`src/rtl/ttx_pkg.sv`:
```
// Shared types and helpers for the truth-table extractor: FSM state encoding,
// default input count and the vector-count helper.
package ttx_pkg;

    typedef enum logic [1:0] {
        IDLE  = 2'd0,
        SWEEP = 2'd1,
        DONE  = 2'd2
    } ttx_state_t;

    localparam int TTX_N_IN_DEFAULT = 3;

    function automatic int vec_count(input int n);
        return 1 << n;
    endfunction

endpackage

```
`src/rtl/ttx_vec_counter.sv`:
```
// Stimulus vector counter: N_IN-bit up-counter with synchronous clear (load to 0),
// count enable and a last-vector flag. Its count is the registered stim bus.
module ttx_vec_counter #(
    parameter int N_IN = 3
) (
    input  logic            i_clk,
    input  logic            i_rst_n,
    input  logic            i_clr,
    input  logic            i_en,
    output logic [N_IN-1:0] o_count,
    output logic            o_last
);

    logic [N_IN-1:0] r_count;

    // Natural N_IN-bit roll-over brings the count back to 0 after the last vector.
    always_ff @(posedge i_clk) begin
        if (!i_rst_n) begin
            r_count <= '0;
        end else if (i_clr) begin
            r_count <= '0;
        end else if (i_en) begin
            r_count <= r_count + N_IN'(1);
        end
    end

    assign o_count = r_count;
    assign o_last  = &r_count;

endmodule

```
`src/rtl/truth_table_extractor.sv`:
```
// Sweeps every input vector through two combinational implementations, captures
// both minterm masks and reports equivalence. Optional TTX_MISMATCH_COUNT_EN adds a mismatch counter.
module truth_table_extractor
    import ttx_pkg::*;
#(
    parameter  int N_IN  = TTX_N_IN_DEFAULT,
    localparam int N_VEC = vec_count(N_IN)
) (
    input  logic             i_clk,
    input  logic             i_rst_n,
    input  logic             i_start,
    output logic [N_IN-1:0]  o_stim,
    input  logic             i_f_a,
    input  logic             i_f_b,
    output logic             o_busy,
    output logic             o_done,
    output logic [N_VEC-1:0] o_minterms_a,
    output logic [N_VEC-1:0] o_minterms_b,
    output logic             o_equal,
    output logic [N_IN-1:0]  o_first_mismatch
`ifdef TTX_MISMATCH_COUNT_EN
    ,
    output logic [N_IN:0]    o_mismatch_count
`endif
);

    ttx_state_t r_state;
    ttx_state_t w_state_nxt;

    logic            w_clr;
    logic            w_en;
    logic            w_last;
    logic [N_IN-1:0] w_stim;
    logic            w_mis;

    logic [N_VEC-1:0] r_min_a;
    logic [N_VEC-1:0] r_min_b;
    logic             r_equal;
    logic [N_IN-1:0]  r_first_mis;
    logic             r_mis_found;

    ttx_vec_counter #(
        .N_IN (N_IN)
    ) u_vec_counter (
        .i_clk   (i_clk),
        .i_rst_n (i_rst_n),
        .i_clr   (w_clr),
        .i_en    (w_en),
        .o_count (w_stim),
        .o_last  (w_last)
    );

    assign w_mis = i_f_a ^ i_f_b;

    always_ff @(posedge i_clk) begin
        if (!i_rst_n) begin
            r_state <= IDLE;
        end else begin
            r_state <= w_state_nxt;
        end
    end

    always_comb begin
        w_state_nxt = r_state;
        w_clr       = 1'b0;
        w_en        = 1'b0;
        case (r_state)
            IDLE: begin
                if (i_start) begin
                    w_state_nxt = SWEEP;
                    w_clr       = 1'b1;
                end
            end
            SWEEP: begin
                w_en = 1'b1;
                if (w_last) begin
                    w_state_nxt = DONE;
                end
            end
            DONE: begin
                w_state_nxt = IDLE;
            end
            default: begin
                w_state_nxt = IDLE;
            end
        endcase
    end

    // equal folds in the last vector's mismatch, since the flag updates on the same edge.
    always_ff @(posedge i_clk) begin
        if (!i_rst_n) begin
            r_min_a     <= '0;
            r_min_b     <= '0;
            r_equal     <= 1'b0;
            r_first_mis <= '0;
            r_mis_found <= 1'b0;
        end else if (r_state == IDLE && i_start) begin
            r_min_a     <= '0;
            r_min_b     <= '0;
            r_equal     <= 1'b0;
            r_first_mis <= '0;
            r_mis_found <= 1'b0;
        end else if (r_state == SWEEP) begin
            r_min_a[w_stim] <= i_f_a;
            r_min_b[w_stim] <= i_f_b;
            if (w_mis && !r_mis_found) begin
                r_first_mis <= w_stim;
                r_mis_found <= 1'b1;
            end
            if (w_last) begin
                r_equal <= ~(r_mis_found | w_mis);
            end
        end
    end

`ifdef TTX_MISMATCH_COUNT_EN
    logic [N_IN:0] r_mis_cnt;

    always_ff @(posedge i_clk) begin
        if (!i_rst_n) begin
            r_mis_cnt <= '0;
        end else if (r_state == IDLE && i_start) begin
            r_mis_cnt <= '0;
        end else if (r_state == SWEEP && w_mis) begin
            r_mis_cnt <= r_mis_cnt + (N_IN + 1)'(1);
        end
    end

    assign o_mismatch_count = r_mis_cnt;
`endif

    assign o_stim           = w_stim;
    assign o_busy           = (r_state == SWEEP);
    assign o_done           = (r_state == DONE);
    assign o_minterms_a     = r_min_a;
    assign o_minterms_b     = r_min_b;
    assign o_equal          = r_equal;
    assign o_first_mismatch = r_first_mis;

endmodule

```
`config.mk`:
```
export PLATFORM = sky130hd
export DESIGN_NAME = truth_table_extractor
export DESIGN_NICKNAME = d
export VERILOG_FILES = /design/src/rtl/ttx_pkg.sv /design/src/rtl/ttx_vec_counter.sv /design/src/rtl/truth_table_extractor.sv
export SDC_FILE = /design/constraint.sdc
export NUM_CORES = 1
export LEC_CHECK = 0
export CAP_MARGIN = 20
export CORE_ASPECT_RATIO = 0.7
export CORE_MARGIN = 8
export CORE_UTILIZATION = 47
export DETAILED_ROUTE_END_ITERATION = 7
export HOLD_SLACK_MARGIN = 0.03
export PLACE_DENSITY_LB_ADDON = 0.1
export REMOVE_ABC_BUFFERS = 1
export SLEW_MARGIN = 20
export SYNTH_ARGS = -nofsm -noshare
export SYNTH_HDL_FRONTEND = slang
export SYNTH_HIERARCHICAL = 1
export SYNTH_SLANG_ARGS = --single-unit
```
`constraint.sdc`:
```
create_clock -name i_clk -period 1.5 [get_ports i_clk]
set_input_delay 0.375 -clock i_clk [delete_from_list [all_inputs] [get_ports i_clk]]
set_output_delay 0.375 -clock i_clk [all_outputs]
set_load 0.005 [all_outputs]
```
[After elaboration in Yosys (flattened, before gate mapping)]
Index checks and enable logic that the tools add are counted.
Cells by class
  add/subtract/negate cells: 1
  order comparisons: 2
  equal/unequal tests: 4
  multiplexer cells: 10
  bitwise gates (word level): 4
  reduce and logical (&&, ||, !) cells: 11
Operators with widths (number)
  bitwise mux 8 bit: 2
  less-than comparator 3 x 4 -> 1 bit, second input constant: 1
  two-way mux 1 bit: 4
  two-way mux 2 bit: 2
  one-hot mux 2 bit (2 select lines): 1
  AND reduction 2 bit: 2
  AND reduction 4 bit: 1
  OR reduction 2 bit: 2
  adder 3 x 1 -> 3 bit, second input constant: 1
  demux 1 bit (select 3 bit): 1
  >= comparator 3 x 1 -> 1 bit, second input constant: 1
  logical AND 1 bit: 3
  AND reduction 3 bit: 1
  equality test 2 x 1 -> 1 bit, second input constant: 1
  equality test 2 bit, second input constant: 1
  logical NOT 2 bit: 1
  != test 2 x 1 -> 1 bit, second input constant: 1
  != test 2 bit, second input constant: 1
  NOT 1 bit: 2
  logical NOT 1 bit: 1
  OR 1 bit: 1
  bitwise XOR 1 bit: 1
Word-level totals
  flip-flop bits (word level): 26
  input port bits: 5
  output and inout bits: 25
  logic and storage cells: 39

[Longest topological paths before layout]
Gate-level depths: netlist of run 1.
  word-level depth: 5
  gate-level depth with buffers: 6
  depth with buffers taken out: 5

[By module]
The synthesis of run 1 kept the hierarchy.
Modules (own cells, without submodules)
  truth_table_extractor: times used 1, cells an instance 103, area each 1012.2 sq um, sequential area each 460.4 sq um
  ttx_vec_counter: times used 1, cells an instance 12, area each 131.4 sq um, sequential area each 60.1 sq um

[Worst setup path before layout of run 1]
OpenSTA, ideal clock, no wires.
  path type: register -> register
  from: register u_vec_counter.r_count[0] (netlist: u_vec_counter/o_count[0])
  to: register r_equal (netlist: o_equal)
  library setup time: 70 ps
  data arrival time: 1332 ps
  data required time: 1430 ps
  setup slack: 98 ps
  stages on the path, launching flop included: 6
  buffers on the path: 0
  period minus slack after synthesis: 1402 ps
  path through: dfxtp_1 -> ha_1 -> ha_1 -> nand3b_1 -> or3_1 -> a21oi_1
Between the ends
  longest elaborated chain between the ends: 1
RTL lines
  start, declared: RTL line ttx_vec_counter.sv:14  | logic [N_IN-1:0] r_count;
  start signal, assigned: RTL line ttx_vec_counter.sv:23  | r_count <= r_count + N_IN'(1);
  AND reduction 4 bit (no source line)
  end signal, assigned: RTL line truth_table_extractor.sv:111  | r_equal <= ~(r_mis_found | w_mis);
  end, declared: RTL line truth_table_extractor.sv:38  | logic r_equal;
No other way between the ends.
A chain may end at the register's enable or synchronous reset.

[Final worst setup path of run 1]
  from: register r_state[1]
  to: register u_vec_counter.r_count[0] (netlist: u_vec_counter/o_count[0])
Between the ends
  longest elaborated chain between the ends: 3
  elaborated cells on any way between the ends: 5
  those cells by class: eq/ne (1); mux (2); reduce/logical (2)
RTL lines
  start, declared: RTL line truth_table_extractor.sv:27  | ttx_state_t r_state;
  start signal, assigned: RTL line truth_table_extractor.sv:59  | r_state <= w_state_nxt;
  logical NOT 2 bit: RTL line truth_table_extractor.sv:67  | case (r_state)
  two-way mux 1 bit: RTL line truth_table_extractor.sv:67
  named net w_clr: RTL line truth_table_extractor.sv:30  | logic w_clr;
  OR reduction 2 bit (no source line)
The timed path passes the listed nets, and every way through them passes these cells.

==> results of run 1 <==
-- Yosys cell counts, types with 3 or more instances --
cell type | instances | area (sq um)
o21ai_0 | 3 | 15.0
buf_2 | 3 | 15.0
nand2_1 | 4 | 15.0
nor2_1 | 5 | 18.8
nand3_1 | 21 | 105
dfxtp_1 | 26 | 521
a21oi_1 | 5 | 25.0
and3_1 | 3 | 18.8
mux2i_1 | 18 | 180
nor2b_1 | 4 | 25.0
-- registers in the layout, summed over array words and instances, names as in the netlist --
register and flops:
o_minterms_a 8, u_vec_counter/o_count 3, r_mis_found 1, r_state 2, o_minterms_b 8, o_first_mismatch 3, o_equal 1
-- cell families (layout without fill, tap and decap cells) --
| kind of cell | Yosys count | count (layout) | share of synthesized area [%] |
|---|---|---|---|
| simple gates | 50 | 52 | 26.1 |
| flops | 26 | 26 | 45.5 |
| mux | 18 | 18 | 15.8 |
| compound gates | 9 | 9 | 4.16 |
| buf+inv | 7 | 54 | 3.94 |
| xor+xnor | 3 | 3 | 2.30 |
| fa+ha+maj | 2 | 2 | 2.19 |
-- power groups by stage --
stage | sequential (mW) | combinational [mW] | clock (mW)
CTS | 0.705 | 0.157 | 0.487
detailed placement | 0.724 | 0.151 | 0
global route | 0.705 | 0.188 | 0.515
floorplan | 0.726 | 0.0699 | 0
finish | 0.704 | 0.173 | 0.487
global placement | 0.724 | 0.149 | 0
-- placed cells by master, fill, tap and decap left out, drive strengths merged --
cell type,count
dfxtp,26
dlygate4sd2,24
nand3,23
buf,21
mux2i,18
nor2,5
a21oi,5
nand2,5
clkdlybuf4s50,4
or3b,4
nor2b,4
and3,3
o21ai,3
clkbuf,3
nor3b,2
xnor2,2
ha,2
inv,1
nor3,1
and3b,1
nand3b,1
xor2,1
or3,1
o21a,1
nand4,1
bufinv,1
nand2b,1
-- timing repair --
| action | 4_1_cts | 5_1_grt |
|---|---|---|
| setup endpoints to repair | 25 | 26 |
| resized for setup | 56 | 8 |
| pin swaps | 2 | 3 |
| hold endpoints to repair | 0 | 0 |
| cloned | 0 | 2 |
| setup buffers | 9 | 2 |
| hold buffers | 0 | 0 |
-- critical path: cells and delay by family (launching register included) --
kind,cells,cell delay (ps)
and+or+nand+nor,3,640
DFF,1,350
buffers and inverters,3,370
-- worst max-delay path by stage --
stage / slack [ps] / to / start / cells past startpoint
floorplan: 100 / o_equal / u_vec_counter/o_count[0] / 5
global placement: -240 / u_vec_counter/o_count[1] / i_start / 5
detailed placement: -250 / u_vec_counter/o_count[2] / i_start / 5
CTS: -10 / o_busy / r_state[1] / 3
global route: -7 / o_equal / u_vec_counter/o_count[0] / 6
finish: 40 / u_vec_counter/o_count[0] / r_state[1] / 6
-- area by class of cell --
class,instances,area [sq um],share of cell area [%]
tap,34,42.5,2.49
clock buffer,3,22.5,1.32
sequential,26,557,32.6
timing repair buffer,49,418,24.5
multi-input combinational,84,633,37.1
inverter,1,3.75,0.220
clock inverter,1,30.0,1.76
-- per-layer routing --
layer,routed length [microns],global-route usage (%)
met2,1350,21.4
met4,7,0.833
met1,1460,18.6
met5,0,0
met3,228,5.07
==> metrics.md, run 1 <==
| Metric | Value |
|---|---|
| Outcome | `completed` |
| Initial Utilization | `48.0%` |
| Critical-path maximum fanout | `7` |
| Setup TNS | `0 ps` |
| Hold WC Path Type | `reg -> reg` |
| Mean routed wirelength per cell | `15.4 microns` |
| Slew Limit Fails | `0` |
| Post-synth EDFFs | `0` |
| Vias | `between 1k and 1.5k` |
| Sw Share | `between 20% and 30%` |
| Pin count of the biggest net entering global routing | `23` |
| Drt total wl | `roughly 3000 microns` |
| CP endpoint kind | `register` |
| Internal Power | `~1.1 mW` |
| Worst Clk Skew | `7.18 ps` |
| Dpl hpwl | `just under 2000 microns` |
| # DRC | `0` |
| CTS tree | `done` |
| Critical path's largest stage delay | `around 470 ps` |
| Ant diodes | `0` |
| Slowest CP cell | `or3b_4` |
| Post-route minimum period | `between 1000 and 1500 ps` |
| Clock slew at reported path FFs | `150 ps` |
| Sequential share of power | `51.6%` |
| Most Frequent Cell on Critical Path | `buf_4` |
| Routability congestion estimate | `0.747` |
| Post-Syn Area | `~1100 sq um` |
| Area grow syn2layout | `49.2%` |
| Register bit count reported by yosys | `26` |
| Number of DRC markers in iteration 0 | `between 60 and 70` |
| Num rows | `15` |
| Number of port buffers | `29` |
| Cell Pwr Density | `around 800 nW/um^2` |
| Sequential fraction of the synthesis area | `about 46%` |
| CP startpoint kind | `register` |
| DP Area | `1520 sq um` |
| Final hold slack | `between 400 and 500 ps` |
| Hold EP | `o_equal` |
| Worst R2R Start | `r_state[1]` |
| Rel. slew slack | `around 76%` |
| Num CTS Buffers | `3` |
| Number of cells on the worst reg-to-reg path | `6` |
| Die X | `75.0 microns` |
| Cells after DPL | `181` |
| Layout net count | `172` |
| Cell Chain, Critical Path | `buf_4 -> buf_4 -> or3b_4 -> inv_2 -> nand2b_4 -> nor2_1` |
| Required @ worst endpoint | `between 1500 and 2000 ps` |
| Bufs on Longest Clock Path | `2` |
| Lkg Pwr | `between 0.8 and 0.9 nW` |
| Non-filler cells, final | `slightly below 200` |
| Maximum vdd drop | `989 uV` |
| FMAX | `~0.7 GHz` |
| Initial antenna violation count | `0` |
| Clock sinks | `26` |
| Die Height | `around 57 microns` |
| Post-Layout Inst Area | `between 1500 and 2000 sq um` |
| Hold Vio Cnt, Final | `0` |
| Worst skew pair latency | `330 ps` |
| Post-synth top flop | `dfxtp_1` |
| CTS root buf | `clkbuf_4` |
| CORE AREA | `2380 sq um` |
| Drt first pass iters | `4` |
| Comb pwr share | `about 13%` |
| Vias in the first global route | `~1,000` |
| Fraction of registers with async set/reset | `0%` |
| Worst slack at placement | `-248 ps` |
| DIE AREA | `approximately 4300 sq um` |
| Hold Startpoint | `o_equal` |
| Util after Layout | `a little under three quarters` |
| YS warnings | `6` |
| Flop2flop setup slack | `between 40 and 50 ps` |
| Clock Power Share | `around 36%` |
| Final setup fails | `0` |
| Worst slew pin tran | `~360 ps` |
| Num ports | `30` |
| Kind of critical path | `reg -> reg` |
| H-tree depth | `1` |
| Worst r2r dst | `u_vec_counter/o_count[0]` |
| Gr ovfl total | `0` |
| Max cap viols | `0` |
| Ratio of cells with drive above 1 in the final layout | `37.8%` |
| Fin crit share | `a little over nine tenths` |
| Synth cell types | `28` |
| All-Layer GR Usage | `13.9%` |
| Post-DRT Antenna Nets | `0` |
| P_sw | `approximately 310 uW` |
| Mean number of vias per cell | `about 5.2` |
| WHS Path Cells | `2` |
| Total Power | `approximately 1.4 mW` |
| Synth Area per Inst | `around 9.9 sq um` |
| First-pass GRT wire length | `between 4000 and 5000 microns` |
| # fillers | `roughly 200` |
| Worst Path Arrival | `around 1700 ps` |
| Cells after synthesis | `115` |
| Setup WS post-layout | `42.8 ps` |
No activity file was read; power rests on OpenSTA's default activity.
==> run 2, diff against run 1 <==
Settings changed: HOLD_SLACK_MARGIN 0.03 to unset, SLEW_MARGIN 20 to 5.
==> results of run 2 <==
The final DEF is identical to that of run 1; final timing and power are the same.
==> run 3, diff against run 2 <==
--- a/config.mk
+++ b/config.mk
@@ -9,5 +9,5 @@
 export CORE_ASPECT_RATIO = 0.7
 export CORE_MARGIN = 8
-export CORE_UTILIZATION = 47
+export CORE_UTILIZATION = 50
 export DETAILED_ROUTE_END_ITERATION = 7
 export PLACE_DENSITY_LB_ADDON = 0.1
==> constraint.sdc (replaced) <==
create_clock -name i_clk -period 1.9 [get_ports i_clk]
set_input_delay 0.475 -clock i_clk [delete_from_list [all_inputs] [get_ports i_clk]]
set_output_delay 0.475 -clock i_clk [all_outputs]
set_load 0.02 [all_outputs]
==> run 3 against run 2 <==
Power decreased by 30%. Largest power group unchanged. Wire length shrank 16%. Largest cell class unchanged. Highest routed layer unchanged. Clock skew up 1.6 ps.
==> metrics.md, run 3 (synthesis results as in run 1) <==
| Metric | Value |
|---|---|
| Worst Clk Skew | `8.74 ps (+1.56 ps)` |
| Final setup fails | `0 (unchanged)` |
| Number of cells on the worst reg-to-reg path | `6 (unchanged)` |
| Hold Startpoint | `o_equal` |
| Number of port buffers | `29 (unchanged)` |
| All-Layer GR Usage | `13.1% (-0.81 points)` |
| Non-filler cells, final | `181 (-8.6%)` |
| Critical path's largest stage delay | `640 ps (+170 ps)` |
| Drt total wl | `2560 microns (-16%)` |
| P_sw | `236 uW (-25%)` |
| Ratio of cells with drive above 1 in the final layout | `11.4% (-26 points)` |
| Worst skew pair latency | `320 ps (about the same)` |
| Slowest CP cell | `clkdlybuf4s50_1` |
| Outcome | `completed` |
| Rel. slew slack | `75.1% (-0.92 points)` |
| DIE AREA | `4100 sq um (-4.5%)` |
| Initial Utilization | `53.1% (+5.1 points)` |
| Cell Chain, Critical Path | `clkdlybuf4s50_1` |
| CP Buf/Inv Count | `1 (-2)` |
| Number of DRC markers in iteration 0 | `50 (-23%)` |
| Area grow syn2layout | `34.1%` |
| FMAX | `roughly 0.55 GHz` |
| Hold EP | `o_equal` |
| Vias in the first global route | `906 (-6.9%)` |
| Num rows | `14 (-1)` |
| Comb pwr share | `13.1% (+0.4 points)` |
| Hold buffers post-CTS | `0 (unchanged)` |
| Post-DRT Antenna Nets | `0 (unchanged)` |
| Worst Path Arrival | `1350 ps (-340 ps)` |
| Slew Limit Fails | `0 (unchanged)` |
| Required @ worst endpoint | `1420 ps (-310 ps)` |
| Clock sinks | `26 (unchanged)` |
| Ant diodes | `0 (unchanged)` |
| Post_cts resized | `4 (-93%)` |
| Layout net count | `157 (-8.7%)` |
| Hold WC Path Type | `reg -> reg` |
| Cells after DPL | `177 (-2.2%)` |
| Routability congestion estimate | `0.788 (+5.5%)` |
| Sequential share of power | `58.2% (+6.6 points)` |
| CP endpoint kind | `output port` |
| Setup TNS | `0 ps (unchanged)` |
| Pin count of the biggest net entering global routing | `23 (unchanged)` |
| Clock Power Share | `28.8% (-6.9 points)` |
| First-pass GRT wire length | `4350 microns (-8.6%)` |
| Post-CTS Setup Bufs | `0 (-9)` |
| Worst R2R Start | `u_vec_counter/o_count[0]` |
| CTS tree | `done` |
| Most frequent cells in the layout | `clkdlybuf4s50_1, dfxtp_1, nand3_1` |
| RSZ-0062 raised after global routing | `false` |
| Worst path depth | `1 (-5)` |
| Num CTS Buffers | `3 (unchanged)` |
| Total Power | `960 uW (-30%)` |
| CORE AREA | `2150 sq um (-9.6%)` |
| Top Family by Delay on Critical Path | `buffers and inverters` |
| Max cap viols | `0 (unchanged)` |
| Worst slew pin tran | `372 ps (+13.7 ps)` |
| Flop2flop setup slack | `340 ps (+300 ps)` |
| Setup WS post-layout | `74.5 ps (+31.7 ps)` |
| Hold Vio Cnt, Final | `0 (unchanged)` |
| Kind of critical path | `reg -> out` |
| Drt first pass iters | `4 (unchanged)` |
| Fin crit share | `between 90% and 100%` |
| Die Height | `56.0 microns (-2.2%)` |
| Gr ovfl total | `0 (unchanged)` |
| Cell Pwr Density | `626 nW/um^2 (-22%)` |
| Num ports | `30 (unchanged)` |
| Vias | `938 (-8.5%)` |
| # DRC | `0 (unchanged)` |
| Die X | `73.2 microns (-2.4%)` |
| Worst r2r dst | `o_equal` |
| Clock slew at reported path FFs | `140 ps (about the same)` |
| H-tree depth | `1 (unchanged)` |
| Post-route minimum period | `roughly 1800 ps` |
| Bufs on Longest Clock Path | `2 (unchanged)` |
| WHS Path Cells | `2 (unchanged)` |
| Sw Share | `24.6% (+1.6 points)` |
| CP startpoint kind | `register` |
| CTS root buf | `clkbuf_4` |
| Mean number of vias per cell | `5.18 (+0.11%)` |
| Initial antenna violation count | `0 (unchanged)` |
| Critical-path maximum fanout | `3 (-4)` |
| Dpl hpwl | `1980 microns (+1.8%)` |
| Maximum vdd drop | `545 uV (-45%)` |
| Worst slack at placement | `46.4 ps (+294 ps)` |
| Mean routed wirelength per cell | `14.2 microns (-7.9%)` |
| Lkg Pwr | `0.659 nW (-22%)` |
| Internal Power | `724 uW (-31%)` |
[run 3: per-layer routing]
metal / vias to the layer above / global-route usage (%) / routed length [microns]
met3: 2 / 6.47 / 200
met4: 0 / 0.852 / 8
met2: 22 / 20.5 / 1120
li1: 481 / - / -
met1: 433 / 16.3 / 1240
met5: - / 0 / 0
[run 3: final cells by class]
cell class | instances | area [sq um]
multi-input combinational | 82 | 578
sequential | 26 | 522
timing repair buffer | 36 | 354
fill | 172 | 621
tap | 32 | 40.0
clock buffer | 4 | 36.3
inverter | 1 | 3.75
[run 3: power by group through the flow]
stage	Combinational (mW)	Sequential, mW	Clock, mW
2_1_floorplan	0.0573	0.578	0
3_3_place_gp	0.124	0.570	0
3_5_place_dp	0.127	0.570	0
4_1_cts	0.126	0.558	0.285
5_1_grt	0.137	0.560	0.307
6_report	0.126	0.558	0.276
[run 3: worst max-delay path by stage]
stage	start	slack [ps]	to
2_1_floorplan	u_vec_counter/o_count[0]	370	o_equal
3_3_place_gp	i_start	50	u_vec_counter/o_count[0]
3_5_place_dp	i_start	50	u_vec_counter/o_count[0]
4_1_cts	u_vec_counter/o_count[1]	30	o_stim[1]
5_1_grt	u_vec_counter/o_count[0]	20	o_stim[0]
6_report	u_vec_counter/o_count[0]	70	o_stim[0]
[run 3: stage by stage]
stage | hold slack, ps | instance area [sq um] | utilization [%]
finish | 479 | 1530 | 71.2
global route | 502 | 1530 | 71.2
CTS | 488 | 1530 | 71.1
detailed placement | 465 | 1500 | 69.5
global placement | 439 | 1500 | 69.5
floorplan | 468 | 1100 | -
